<file path="src/rtl/bus_uart_pkg.sv">
`default_nettype none
// ============================================================================
// bus_uart_pkg: register map, STATUS layout and TX FSM states for bus_uart_tx.
// Revision: 1.0
// ============================================================================
package bus_uart_pkg;

  localparam logic [1:0] c_REG_TXDATA   = 2'd0;
  localparam logic [1:0] c_REG_STATUS   = 2'd1;
  localparam logic [1:0] c_REG_BAUD_DIV = 2'd2;

  localparam int c_STATUS_BUSY      = 0;
  localparam int c_STATUS_FULL      = 1;
  localparam int c_STATUS_EMPTY     = 2;
  localparam int c_STATUS_COUNT_LSB = 8;

  typedef enum logic [1:0] {
    TX_IDLE  = 2'd0,
    TX_START = 2'd1,
    TX_DATA  = 2'd2,
    TX_STOP  = 2'd3
  } tx_state_e;

endpackage
`default_nettype wire

</file>
<file path="src/rtl/sync_fifo.sv">
`default_nettype none
// ============================================================================
// sync_fifo: single-clock FIFO with occupancy count; overflow/underflow ignored.
// Revision: 1.0
// ============================================================================
module sync_fifo #(
  parameter int Width = 8,
  parameter int Depth = 8
) (
  input  logic                     clk_i,
  input  logic                     rst_i,
  input  logic                     push_i,
  input  logic [Width-1:0]         data_i,
  input  logic                     pop_i,
  output logic [Width-1:0]         data_o,
  output logic                     full_o,
  output logic                     empty_o,
  output logic [$clog2(Depth):0]   count_o
);

  localparam int                 c_PTR_W = $clog2(Depth);
  localparam logic [c_PTR_W:0]   c_FULL  = (c_PTR_W + 1)'(Depth);

  logic [Width-1:0]   mem_q [Depth];
  logic [c_PTR_W-1:0] wptr_q;
  logic [c_PTR_W-1:0] rptr_q;
  logic [c_PTR_W:0]   count_q;
  logic               w_push;
  logic               w_pop;

  assign full_o  = (count_q == c_FULL);
  assign empty_o = (count_q == '0);
  assign count_o = count_q;
  assign data_o  = mem_q[rptr_q];
  assign w_push  = push_i & ~full_o;
  assign w_pop   = pop_i & ~empty_o;

  always_ff @(posedge clk_i) begin
    if (w_push) begin
      mem_q[wptr_q] <= data_i;
    end
  end

  // Pointers are exactly log2(Depth) bits, so they wrap without compare logic.
  always_ff @(posedge clk_i) begin
    if (!rst_i) begin
      wptr_q  <= '0;
      rptr_q  <= '0;
      count_q <= '0;
    end else begin
      if (w_push) wptr_q <= wptr_q + 1'b1;
      if (w_pop)  rptr_q <= rptr_q + 1'b1;
      case ({w_push, w_pop})
        2'b10:   count_q <= count_q + 1'b1;
        2'b01:   count_q <= count_q - 1'b1;
        default: count_q <= count_q;
      endcase
    end
  end

endmodule
`default_nettype wire

</file>
<file path="src/rtl/bus_uart_tx.sv">
`default_nettype none
// ============================================================================
// bus_uart_tx: memory-mapped 8N1 UART transmitter with TX FIFO and baud FSM.
// Revision: 1.0
// ============================================================================
module bus_uart_tx
  import bus_uart_pkg::*;
#(
  parameter int AddrWidth  = 32,
  parameter int DataWidth  = 32,
  parameter int FifoDepth  = 8,
  parameter int DefaultDiv = 868
) (
  input  logic                 clk_i,
  input  logic                 rst_i,
  input  logic [AddrWidth-1:0] addr_i,
  input  logic                 re_i,
  input  logic                 we_i,
  input  logic [DataWidth-1:0] wdata_i,
  output logic [DataWidth-1:0] rdata_o,
  output logic                 gnt_o,
  output logic                 tx_o
);

  localparam int c_CNT_W = $clog2(FifoDepth) + 1;

  logic                 w_full;
  logic                 w_empty;
  logic [c_CNT_W-1:0]   w_count;
  logic [7:0]           w_head;
  logic [1:0]           w_reg;
  logic                 w_req;
  logic                 w_wr_stall;
  logic                 w_accept;
  logic                 w_push;
  logic                 w_baud_wr;
  logic                 w_pop;
  logic                 w_load;
  logic                 w_bit_end;
  logic [DataWidth-1:0] w_rd_val;
  logic                 w_unused;

  logic                 gnt_q;
  logic [DataWidth-1:0] rdata_q;
  logic [15:0]          baud_q;

  tx_state_e            state_q, state_d;
  logic [7:0]           shift_q, shift_d;
  logic [2:0]           bit_q, bit_d;
  logic [15:0]          cnt_q, cnt_d;
  logic [15:0]          div_q, div_d;
  logic                 tx_q, tx_d;

  assign w_unused = ^{addr_i[AddrWidth-1:4], addr_i[1:0], wdata_i[DataWidth-1:16]};

  sync_fifo #(
    .Width (8),
    .Depth (FifoDepth)
  ) u_fifo (
    .clk_i   (clk_i),
    .rst_i   (rst_i),
    .push_i  (w_push),
    .data_i  (wdata_i[7:0]),
    .pop_i   (w_pop),
    .data_o  (w_head),
    .full_o  (w_full),
    .empty_o (w_empty),
    .count_o (w_count)
  );

  // A read wins when both strobes are high; a TXDATA write into a full FIFO waits.
  assign w_reg      = addr_i[3:2];
  assign w_req      = (re_i | we_i) & ~gnt_q;
  assign w_wr_stall = ~re_i & we_i & (w_reg == c_REG_TXDATA) & w_full;
  assign w_accept   = w_req & ~w_wr_stall;
  assign w_push     = w_accept & ~re_i & (w_reg == c_REG_TXDATA);
  assign w_baud_wr  = w_accept & ~re_i & (w_reg == c_REG_BAUD_DIV);

  always_comb begin
    w_rd_val = '0;
    case (w_reg)
      c_REG_STATUS: begin
        w_rd_val[c_STATUS_BUSY]                     = (state_q != TX_IDLE);
        w_rd_val[c_STATUS_FULL]                     = w_full;
        w_rd_val[c_STATUS_EMPTY]                    = w_empty;
        w_rd_val[c_STATUS_COUNT_LSB +: c_CNT_W]     = w_count;
      end
      c_REG_BAUD_DIV: w_rd_val[15:0] = baud_q;
      default:        w_rd_val = '0;
    endcase
  end

  always_ff @(posedge clk_i) begin
    if (!rst_i) begin
      gnt_q   <= 1'b0;
      rdata_q <= '0;
      baud_q  <= 16'(DefaultDiv);
    end else begin
      gnt_q   <= w_accept;
      rdata_q <= (w_accept & re_i) ? w_rd_val : '0;
      if (w_baud_wr) begin
        baud_q <= (wdata_i[15:0] == 16'd0) ? 16'd1 : wdata_i[15:0];
      end
    end
  end

  assign w_bit_end = (cnt_q == 16'd0);

  always_comb begin
    state_d = state_q;
    shift_d = shift_q;
    bit_d   = bit_q;
    cnt_d   = cnt_q;
    div_d   = div_q;
    w_load  = 1'b0;
    w_pop   = 1'b0;
    tx_d    = 1'b1;

    case (state_q)
      TX_IDLE: begin
        w_load = ~w_empty;
      end
      TX_START: begin
        if (w_bit_end) begin
          state_d = TX_DATA;
          bit_d   = 3'd0;
          cnt_d   = div_q - 16'd1;
        end else begin
          cnt_d   = cnt_q - 16'd1;
        end
      end
      TX_DATA: begin
        if (w_bit_end) begin
          cnt_d = div_q - 16'd1;
          if (bit_q == 3'd7) begin
            state_d = TX_STOP;
          end else begin
            bit_d   = bit_q + 3'd1;
            shift_d = {1'b0, shift_q[7:1]};
          end
        end else begin
          cnt_d = cnt_q - 16'd1;
        end
      end
      TX_STOP: begin
        if (w_bit_end) begin
          w_load = ~w_empty;
          if (w_empty) state_d = TX_IDLE;
        end else begin
          cnt_d = cnt_q - 16'd1;
        end
      end
    endcase

    // The divider is sampled only at frame start so mid-frame writes wait a frame.
    if (w_load) begin
      w_pop   = 1'b1;
      state_d = TX_START;
      shift_d = w_head;
      div_d   = baud_q;
      cnt_d   = baud_q - 16'd1;
    end

    case (state_d)
      TX_START: tx_d = 1'b0;
      TX_DATA:  tx_d = shift_d[0];
      default:  tx_d = 1'b1;
    endcase
  end

  always_ff @(posedge clk_i) begin
    if (!rst_i) begin
      state_q <= TX_IDLE;
      shift_q <= 8'd0;
      bit_q   <= 3'd0;
      cnt_q   <= 16'd0;
      div_q   <= 16'd0;
      tx_q    <= 1'b1;
    end else begin
      state_q <= state_d;
      shift_q <= shift_d;
      bit_q   <= bit_d;
      cnt_q   <= cnt_d;
      div_q   <= div_d;
      tx_q    <= tx_d;
    end
  end

  assign gnt_o   = gnt_q;
  assign rdata_o = rdata_q;
  assign tx_o    = tx_q;

endmodule
`default_nettype wire
</file>
<file path="config.mk">
export PLATFORM = sky130hd
export DESIGN_NAME = bus_uart_tx
export DESIGN_NICKNAME = d
export VERILOG_FILES = /design/src/rtl/bus_uart_pkg.sv /design/src/rtl/sync_fifo.sv /design/src/rtl/bus_uart_tx.sv
export SDC_FILE = /design/constraint.sdc
export NUM_CORES = 1
export LEC_CHECK = 0
export BUFFER_PORTS_ARGS = -buffer_cell sky130_fd_sc_hd__buf_2
export CAP_MARGIN = 5
export CORE_AREA = 2 2 116 118
export DETAILED_ROUTE_END_ITERATION = 16
export DIE_AREA = 0 0 118 120
export PLACE_DENSITY = 0.78
export SKIP_CTS_REPAIR_TIMING = 1
export SLEW_MARGIN = 20
export SYNTH_ARGS = -nofsm -noshare
export SYNTH_HDL_FRONTEND = slang
export SYNTH_SLANG_ARGS = --single-unit
</file>
<file path="constraint.sdc">
create_clock -name clk_i -period 4.3 [get_ports clk_i]
set_input_delay 0.645 -clock clk_i [delete_from_list [all_inputs] [get_ports clk_i]]
set_output_delay 0.645 -clock clk_i [all_outputs]
set_load 0.1 [all_outputs]
</file>
==> metrics, run 1 <==
outcome finished, final reports clean; Rows 42; Final Max Tran Viols 0; 1st-iter DRT viols 453; IO Count 102; largest net degree at the start of global routing 49; CTS Buf Count 17; Distinct cells, synth 64; Finished Layout Cells 914; CTS sink count 156; CP startpoint kind flop; vias 5454; CP arrival 3.70 ns; Area Growth Syn to Fin 12.8%; 1st-pass router iterations 5; Post-Synth Simple-Gate Area 17.1%; Die W 118 um; Reg clk slew, reported paths 0.07 ns; Slowest-stage cell, CP o311ai_0; post-synthesis mux area share 6.94%; Hold Fails Final Rpt 0; Pwr Density 607 nW/um^2; Synth Area in Compound Gates 12.2%; worst min path class flop to flop; fin crit period 3.38 ns; Period Utilization, post-route 78.7%; CTS tree yes; n_diodes 0; DIE AREA 14200 um^2; Synth top area share 26.6%; Critical Path RT 4.62 ns; Tot GR Track Use 23.9%; RD Place Congestion 0.892; Worst-Skew Late Latency 0.42 ns; # H-tree levels 4; crit-path cells inv_1, ha_1, nor3b_1, nor4b_1, nand3_1, o311ai_0, nor3b_1, o31ai_1; Clock Skew 0.00788 ns; Core ar. 13000 um^2; Setup crit end kind flop; total gr overflow 0; Cell Area, Synth 7230 um^2; hpwl dp 11200 um; worst slew pin tran 1.04 ns; Max FO, Critical Path 8; most frequent cell after synthesis dfxtp_1; CTS max path bufs 2; Mapped Cells 688; RSZ-0062 raised after global routing no; root buf cell clkbuf_16; vias per cell 5.97; fmax 296 MHz; Starting Density 55.7%; number of port buffers 39; setup ws final 0.917 ns; VDD IR max 0.391 mV; Most common cell on crit path nor3b_1; share of layout cells above drive strength 1 15.2%; Yosys reg bits 156; post-synthesis sequential area ratio 52.1%; Adder-Cell Fraction of Synth Area 3.12%; largest family of logic cells by synthesized area simple AND/OR/NAND/NOR gates; relative slew slack 30.2%; DRT Wirelength 16500 um; synthesized area per cell 10.5 um^2; antenna violations before repair 0; leakage power 2.97 nW; ys async rst share 0%; max-cap violations 0; Post-synth EDFFs 64; Synth Flop Type dfxtp_1; # DRC 0; vias in the first global route 5282; synth top area cells edfxtp_1 27%, dfxtp_1 25%, mux4_2 5.0%; pre-CTS WS 1.01 ns; Yosys top cell by area edfxtp_1; first-pass GRT wire length 26700 um; Die Height 120 um; post-synthesis xor/xnor area fraction 4.00%; placed cell count 882; most frequent cells after synthesis 92 x dfxtp_1, 70 x nand2_1, 64 x edfxtp_1, 56 x nor2_1, 47 x a21oi_1; Synth Warn # 0; WL/cell 18.0 um; total negative slack 0 ns; Critical Path Max Stage Delay 0.67 ns; endpoints failing setup 0; post-route ant nets 0; Total Nets Final 811; Setup Crit Path Kind flop to flop
==> per-stage QoR <==
stage               cell area, um^2  hold WS (ns)  total power [mW]  utilization [%]
detailed placement             7550         0.460              3.43             58.2
global route                   8150         0.483              5.18             62.8
global placement               7550         0.443              3.38             58.2
finish                         8150         0.468              4.95             62.8
CTS                            8150         0.463              4.92             62.8
floorplan                      7280         0.436              3.06                -
==> cell usage in the layout (no fill, tap or decap), types with 5 or more instances in the layout <==
cell,n
a211oi_1,18
a21oi_1,47
a22oi_1,16
and2_1,13
and3_1,5
buf_2,39
buf_4,14
clkbuf_16,17
conb_1,16
dfxtp_1,92
edfxtp_1,64
ha_1,18
inv_1,19
mux2i_1,13
mux4_2,16
nand2_1,70
nand3_1,10
nand4_1,6
nor2_1,56
nor2b_1,9
nor3_1,23
nor3b_1,7
nor4_1,14
o21ai_0,18
xnor2_1,17
xor2_1,16
==> layer usage <==
metal | up-vias | wire, um | GRT usage (%)
li1 | 2566 | - | -
met1 | 2622 | 7080 | 31.5
met2 | 233 | 8020 | 39.4
met3 | 33 | 1060 | 4.99
met4 | 0 | 315 | 8.51
met5 | - | 0 | 0
==> cell families (layout without fill, tap and decap cells) <==
logic type	Yosys count	in the layout
AOI/OAI and AO/OA	136	136
xor gates and xnor gates	33	33
adders and majority gates	18	18
buffers and inverters	70	105
DFF	156	156
muxes	30	30
other	1	16
and+or+nand+nor	244	244
==> critical path: cells and delay by family, from the launching register on <==
kind / cells / cell delay (ns)
simple gates: 4 / 1.58
compound gates: 2 / 0.96
flops: 1 / 0.37
fa+ha+maj: 1 / 0.30
buf+inv: 1 / 0.09
==> power by group <==
part	internal [mW]	switching [mW]
Combinational	0.598	1.06
Sequential	1.66	0.149
Clock	0.829	0.657
==> state kept, by name (all words and copies together), names as in the netlist, named ones only <==
name            flops
cnt_q              16
bit_q               3
u_fifo.rptr_q       3
u_fifo.count_o      4
gnt_o               1
tx_o                1
state_q             2
rdata_o            16
div_q              16
baud_q             16
u_fifo.wptr_q       3
u_fifo.mem_q       64
shift_q             8
==> worst paths after layout <==
kind                                            start                    end  slack [ns]  cells after the start
worst max-delay path            cnt_q[0]$_SDFFE_PN0P_        tx_o$_SDFF_PN1_        0.92                      8
worst min register to register  bit_q[1]$_SDFFE_PN0P_  bit_q[1]$_SDFFE_PN0P_        0.47                      2
worst min-delay path            bit_q[1]$_SDFFE_PN0P_  bit_q[1]$_SDFFE_PN0P_        0.47                      2
worst max register to register  cnt_q[0]$_SDFFE_PN0P_        tx_o$_SDFF_PN1_        0.92                      8
==> area by class of cell <==
| class | instances | area [um^2] |
|---|---|---|
| Fill cell | 971 | 4830 |
| Sequential cell | 156 | 3760 |
| Multi-Input combinational cell | 477 | 3200 |
| Clock buffer | 17 | 425 |
| Timing Repair Buffer | 53 | 300 |
| Tap cell | 176 | 220 |
| Clock inverter | 15 | 173 |
| Inverter | 20 | 75.1 |
(Power assumes the default switching activity.)
==> run 2, diff against run 1 <==
--- a/config.mk
+++ b/config.mk
@@ -5,12 +5,13 @@
 export SDC_FILE = /design/constraint.sdc
 export NUM_CORES = 1
 export LEC_CHECK = 0
+export ABC_AREA = 1
 export BUFFER_PORTS_ARGS = -buffer_cell sky130_fd_sc_hd__buf_2
 export CAP_MARGIN = 5
-export CORE_AREA = 2 2 116 118
+export CORE_AREA = 2 2 119 121
 export DETAILED_ROUTE_END_ITERATION = 16
-export DIE_AREA = 0 0 118 120
-export PLACE_DENSITY = 0.78
+export DIE_AREA = 0 0 121 123
+export PLACE_DENSITY = 0.79
 export SKIP_CTS_REPAIR_TIMING = 1
 export SLEW_MARGIN = 20
 export SYNTH_ARGS = -nofsm -noshare
==> constraint.sdc (replaced) <==
create_clock -name clk_i -period 3.4 [get_ports clk_i]
set_input_delay 0.51 -clock clk_i [delete_from_list [all_inputs] [get_ports clk_i]]
set_output_delay 0.51 -clock clk_i [all_outputs]
set_load 0.1 [all_outputs]
==> run 2 against run 1 <==
Compared with the run above:
- clock skew up 0.0012 ns
- cell count is 32% higher
- global-route usage increased by 1.1 points
- non-clock buffer count fell by 1
- worst setup slack got worse by 0.28 ns
- design area grew 5.5%
- critical path type unchanged
- critical endpoint is now u_fifo.count_o[3]$_SDFFE_PN0P_
- highest routed layer unchanged
==> metrics, run 2 <==
Clock Skew 0.00908 ns (+0.00120 ns); DIE AREA 14900 um^2 (+5.1%); vias in the first global route 5957 (+13%); n_diodes 0 (unchanged); Starting Density 56.8% (+1.1 points); Power Total 7.50 mW (+52%); Pwr Density 872 nW/um^2 (+44%); Max FO, Critical Path 12 (+4); worst min path class primary input to flop; 1st-pass router iterations 6 (+1); most frequent cells in the layout 204 x nand2_1, 142 x nor2_1, 92 x dfxtp_1, 90 x inv_1, 85 x o21ai_0; worst slew pin tran 0.923 ns (-0.119 ns); ys async rst share 0% (unchanged); synth top area cells edfxtp_1 25%, dfxtp_1 24%, nand2_1 9.9%; fmax 362 MHz (+22%); largest net degree at the start of global routing 60 (+22%); CP startpoint kind flop; Sw Pwr 3.16 mW (+70%); reg-to-reg slack, setup 0.64 ns (-0.28 ns); Worst-Skew Late Latency 0.43 ns (about the same); total negative slack 0 ns (unchanged); Tot GR Track Use 25.0% (+1.1 points); share of layout cells above drive strength 1 10.1% (-5.1 points); Rows 43 (+2.4%); WL/cell 15.0 um (-17%); Hold WS 0.325 ns (-0.143 ns); dpl cell area 8010 um^2 (+6.0%); Period Utilization, post-route 81.3% (+2.6 points); total gr overflow 0 (unchanged); antenna violations before repair 0 (unchanged); vias 6531 (+20%); RD Place Congestion 0.908 (+1.8%); FILL cells 1128 (+16%); fin area 8600 um^2 (+5.5%); most common cell after layout, fill and taps aside nand2_1; CTS sink count 156 (unchanged); Synth Warn # 0 (unchanged); Reg clk slew, reported paths 0.06 ns (about the same); Switching Fraction 42.2% (+4.6 points); Hold Fails Final Rpt 0 (unchanged); combinational power share 42.3% (+8.9 points); Setup Crit Path Kind flop to flop; most frequent cell after synthesis nand2_1; final core utilization 63.2% (+0.39 points); number of port buffers 39 (unchanged); outcome finished, final reports clean; Final Max Tran Viols 0 (unchanged); Setup crit end kind flop; Area Growth Syn to Fin 11.4%; post-route ant nets 0 (unchanged); CTS max path bufs 2 (unchanged); IO Count 102 (unchanged); CTS Buf Count 17 (unchanged); 1st-iter DRT viols 726 (+60%); synthesized area per cell 7.97 um^2 (-24%); max-cap violations 0 (unchanged); vias per cell 5.43 (-8.9%); Die W 121 um (+2.5%); hpwl dp 12300 um (+10%); Critical Path RT 3.72 ns (-0.90 ns); Distinct cells, synth 37 (-42%); most frequent cells after synthesis 204 x nand2_1, 142 x nor2_1, 92 x dfxtp_1, 90 x inv_1, 85 x o21ai_0; Synth Flop Type dfxtp_1; # DRC 0 (unchanged); Yosys top cell by area edfxtp_1; Core ar. 13600 um^2 (+4.9%); multi-input logic area 3380 um^2 (+5.7%); VDD IR max 0.628 mV (+61%); Top reg by flops u_fifo.mem_q; relative slew slack 38.4% (+8.2 points); CTS tree yes; root buf cell clkbuf_16; share of power burned in the clock network 25.9% (-4.1 points); fin crit period 2.76 ns (-0.620 ns); DRT Wirelength 18100 um (+9.8%); Die Height 123 um (+2.5%); Synth top area share 24.9% (-1.7 points); Cell Int Power 4.34 mW (+41%); Mapped Cells 969 (+41%); first-pass GRT wire length 28900 um (+8.4%); Yosys reg bits 156 (unchanged); Post-synth EDFFs 64 (unchanged); leakage power 3.67 nW (+23%); post-synthesis sequential area ratio 48.7% (-3.4 points); Sequential Power Share 31.8% (-4.8 points); Total Nets Final 1095 (+35%); max reg flops 64 (unchanged); RSZ-0062 raised after global routing no; register area 3760 um^2 (unchanged); endpoints failing setup 0 (unchanged); Cell Area, Synth 7730 um^2 (+6.9%); # H-tree levels 4 (unchanged); CP arrival 3.08 ns (-0.62 ns)
==> run 2: cell count changes in the layout (fill, tap and decap cells not counted), moves of 12 or more <==
| cell | previous run | this run |
|---|---|---|
| nand2_1 | 70 | 204 |
| xnor2_1 | 17 | 4 |
| a211oi_1 | 18 | 0 |
| and2_1 | 13 | 0 |
| o22ai_1 | 4 | 16 |
| nand3_1 | 10 | 76 |
| nor2_1 | 56 | 142 |
| a22oi_1 | 16 | 1 |
| o21ai_0 | 18 | 85 |
| mux2i_1 | 13 | 0 |
| mux4_2 | 16 | 0 |
| nor3_1 | 23 | 7 |
| inv_1 | 19 | 90 |
==> run 2: worst max-delay path: stages, from the launching register on <==
cell	delay, ns
dfxtp_1	0.39
inv_1	0.11
ha_1	0.32
nor2_2	0.21
a21boi_4	0.49
ha_1	0.31
xor2_1	0.23
nand3_1	0.12
a21oi_1	0.13
o21ai_0	0.11
o21ai_0	0.16
a21oi_1	0.05
==> run 2: logic make-up after synthesis <==
| group | Yosys count | share of synthesized area [%] |
|---|---|---|
| AND/OR/NAND/NOR | 465 | 25.9 |
| AO/OA/AOI/OAI | 168 | 11.5 |
| flip-flops | 156 | 48.7 |
| buffers and inverters | 138 | 8.31 |
| XOR/XNOR | 23 | 2.61 |
| adder cells (fa/ha/maj) | 18 | 2.92 |
| other | 1 | 0.0485 |
==> run 2: area by class of cell <==
class                           count  area share, %
Clock buffer                       19           5.03
Clock inverter                     13           1.91
Inverter                           92           4.04
Multi-Input combinational cell    690           39.3
Sequential cell                   156           43.7
Tap cell                          180           2.62
Timing Repair Buffer               52           3.40
==> run 2: power by group through the flow <==
stage	Sequential [mW]	Clock, mW	Combinational, mW
6_report	2.39	1.94	3.17
5_1_grt	2.42	2.03	3.57
4_1_cts	2.38	1.95	3.13
3_5_place_dp	2.42	0	3.11
3_3_place_gp	2.41	0	3.04
2_1_floorplan	2.42	0	2.58
==> run 2: final timing paths <==
check	start	to	depth (start not counted)
worst min-delay path	wdata_i[9]	baud_q[9]$_SDFFE_PN1P_	3
worst min register to register	bit_q[0]$_SDFFE_PN0P_	bit_q[0]$_SDFFE_PN0P_	1
worst max register to register	state_q[0]$_SDFF_PN0_	u_fifo.count_o[3]$_SDFFE_PN0P_	11
worst max-delay path	state_q[0]$_SDFF_PN0_	u_fifo.count_o[3]$_SDFFE_PN0P_	11
==> run 2: stage by stage <==
stage	worst slack [ns]	cells
2_1_floorplan	0.996	984
3_3_place_gp	0.702	1170
3_5_place_dp	0.619	1170
4_1_cts	0.666	1202
5_1_grt	0.429	1202
6_report	0.637	1202
==> run 2: routing by layer <==
layer  vias up  wire length (um)  GRT usage (%)
met2       264              8560           40.7
met5         -                 0              0
li1       3246                 -              -
met4         0               327           9.45
met3        29              1260           4.61
met1      2992              7940           33.5
==> run 3, diff against run 2 <==
--- a/config.mk
+++ b/config.mk
@@ -8,10 +8,10 @@
 export ABC_AREA = 1
 export BUFFER_PORTS_ARGS = -buffer_cell sky130_fd_sc_hd__buf_2
 export CAP_MARGIN = 5
-export CORE_AREA = 2 2 119 121
+export CORE_AREA = 2 2 125 127
 export DETAILED_ROUTE_END_ITERATION = 16
-export DIE_AREA = 0 0 121 123
-export PLACE_DENSITY = 0.79
+export DIE_AREA = 0 0 127 129
+export PLACE_DENSITY = 0.75
 export SKIP_CTS_REPAIR_TIMING = 1
 export SLEW_MARGIN = 20
 export SYNTH_ARGS = -nofsm -noshare
==> constraint.sdc (replaced) <==
create_clock -name clk_i -period 2.34 [get_ports clk_i]
set_input_delay 0.351 -clock clk_i [delete_from_list [all_inputs] [get_ports clk_i]]
set_output_delay 0.351 -clock clk_i [all_outputs]
set_load 0.1 [all_outputs]
==> run 3 against run 2 <==
Compared with the run above:
- first-iteration DRC count fell by 7.9%
- non-clock buffer count rose by 23
- via count fell by 0.31%
- register-to-register slack got worse by 0.48 ns
- maximum frequency rose by 27%
- worst hold slack got worse by 0.17 ns
- largest power group unchanged
- highest routed layer unchanged
==> metrics, run 3 (synthesis gave the netlist of run 2 again) <==
Most common cell on crit path inv_1; most frequent cells in the layout 204 x nand2_1, 142 x nor2_1, 90 x inv_1, 90 x dfxtp_1, 82 x o21ai_0; Rows 45 (+4.7%); Slowest-stage cell, CP dfxtp_1; post-route ant nets 0 (unchanged); CTS Buf Count 17 (unchanged); Reg clk slew, reported paths 0.07 ns (about the same); Starting Density 51.6% (-5.2 points); Period Utilization, post-route 93.3% (+12 points); Area Growth Syn to Fin 14.3%; DRT Wirelength 17600 um (-2.6%); Die Height 129 um (+4.9%); max-cap violations 0 (unchanged); first-pass GRT wire length 28800 um (-0.34%); antenna violations before repair 0 (unchanged); max reg flops 64 (unchanged); Critical Path RT 2.67 ns (-1.05 ns); Hold WS 0.154 ns (-0.171 ns); total gr overflow 0 (unchanged); IO Count 102 (unchanged); hpwl dp 12400 um (+1.0%); Clock Skew 0.00882 ns (-0.000258 ns); 1st-iter DRT viols 669 (-7.9%); multi-input logic area 3440 um^2 (+1.9%); most common cell after layout, fill and taps aside nand2_1; # DRC 0 (unchanged); # H-tree levels 4 (unchanged); DIE AREA 16400 um^2 (+10%); endpoints failing setup 0 (unchanged); number of port buffers 39 (unchanged); dpl cell area 8200 um^2 (+2.4%); critical path's top delay family adder cells; vias in the first global route 5892 (-1.1%); Max FO, Critical Path 5 (-7); Final Max Tran Viols 0 (unchanged); Worst Path Buf+Inv 2 (+1); CP startpoint kind flop; WP depth 13 (+2); Worst-Skew Late Latency 0.43 ns (about the same); vias per cell 5.28 (-2.8%); Critical Path Max Stage Delay 0.33 ns (-0.16 ns); FILL cells 1309 (+16%); Top reg by flops u_fifo.mem_q; RD Place Congestion 0.926 (+1.9%); Core ar. 15000 um^2 (+10%); vias 6511 (-0.31%); met2 usage 35.5% (-5.2 points); relative slew slack 65.9% (+28 points); VDD IR max 0.809 mV (+29%); crit-path cells inv_1, ha_2, nand2_4, nor2_8, nand3_4, a21boi_4, ha_4, xor2_2, ha_1, a21oi_1, xnor2_1, o21ai_1, inv_1; CP arrival 2.51 ns (-0.57 ns); fin crit period 2.18 ns (-0.580 ns); 1st-pass router iterations 5 (-1); register area 3770 um^2 (about the same); GR peak layer met2; Pwr Density 1260 nW/um^2 (+45%); Setup Crit Path Kind flop to flop; GR Util met3 3.49% (-1.1 points); Setup crit end kind flop; outcome finished, final reports clean; largest net degree at the start of global routing 51 (-15%); hold depth 3 (unchanged); R2R depth 13 (+2); Die W 127 um (+5.0%); CTS tree yes; leakage power 3.77 nW (+2.9%); root buf cell clkbuf_16; CTS sink count 156 (unchanged); worst slew pin tran 0.510 ns (-0.412 ns); share of layout cells above drive strength 1 13.2% (+3.1 points); fin area 8830 um^2 (+2.6%); Hold Fails Final Rpt 0 (unchanged); WL/cell 14.3 um (-5.1%); n_diodes 0 (unchanged); fmax 458 MHz (+27%); met1 GRT Util 30.7% (-2.8 points); Tot GR Track Use 22.4% (-2.6 points); Total Nets Final 1118 (+2.1%); total negative slack 0 ns (unchanged); worst min path class primary input to flop; CTS max path bufs 2 (unchanged)
-- run 3: cell count changes in the layout (fill, tap and decap cells not counted), moves of 3 or more --
| cell | change |
|---|---|
| buf_4 | +23 |
| ha_1 | -3 |
| inv_6 | +3 |
| o21ai_0 | -3 |
| o21ai_1 | +3 |
-- run 3: cell type report --
| type | instances | share of cell area (%) |
|---|---|---|
| Multi-Input combinational cell | 690 | 38.9 |
| Sequential cell | 156 | 42.6 |
| Inverter | 92 | 3.94 |
| Timing Repair Buffer | 75 | 5.27 |
| Clock inverter | 14 | 1.67 |
| Clock buffer | 18 | 4.86 |
| Tap cell | 188 | 2.66 |
-- run 3: worst paths after layout --
kind,slack [ns],endpoint,from
max,0.16,u_fifo.count_o[2]$_SDFFE_PN0P_,cnt_q[0]$_SDFFE_PN0P_
min,0.15,baud_q[8]$_SDFFE_PN1P_,wdata_i[8]
max reg2reg,0.16,u_fifo.count_o[2]$_SDFFE_PN0P_,cnt_q[0]$_SDFFE_PN0P_
min reg2reg,0.46,bit_q[0]$_SDFFE_PN0P_,bit_q[0]$_SDFFE_PN0P_
-- run 3: worst reg2reg max path, cell delays in order, from the launching register on --
cell and delay [ns]:
dfxtp_1 0.33, inv_1 0.06, ha_2 0.20, nand2_4 0.09, nor2_8 0.12, nand3_4 0.10
a21boi_4 0.26, ha_4 0.23, xor2_2 0.09, ha_1 0.18, a21oi_1 0.16, xnor2_1 0.10
o21ai_1 0.12, inv_1 0.05
-- run 3: power breakdown --
group | switching (mW) | internal (mW) | leakage (nW)
Sequential | 0.259 | 3.18 | 1.33
Combinational | 3.33 | 1.70 | 2.16
Clock | 1.19 | 1.50 | 0.281
-- run 3: layer usage --
| metal | up-vias | share of wire (%) |
|---|---|---|
| met5 | - | 0 |
| met4 | 0 | 2.7 |
| met3 | 38 | 5.0 |
| met2 | 192 | 46 |
| met1 | 2984 | 46 |
| li1 | 3297 | - |
-- run 3: per-stage QoR --
stage | total power [mW] | util, % | setup WS (ns) | cells
floorplan | 7.33 | - | 0.0434 | 984
finish | 11.2 | 59.0 | 0.158 | 1233
global route | 11.9 | 59.0 | -0.0358 | 1233
global placement | 8.21 | 54.7 | 0.0822 | 1199
detailed placement | 8.32 | 54.7 | 0.0474 | 1199
CTS | 11.0 | 58.6 | 0.0234 | 1231
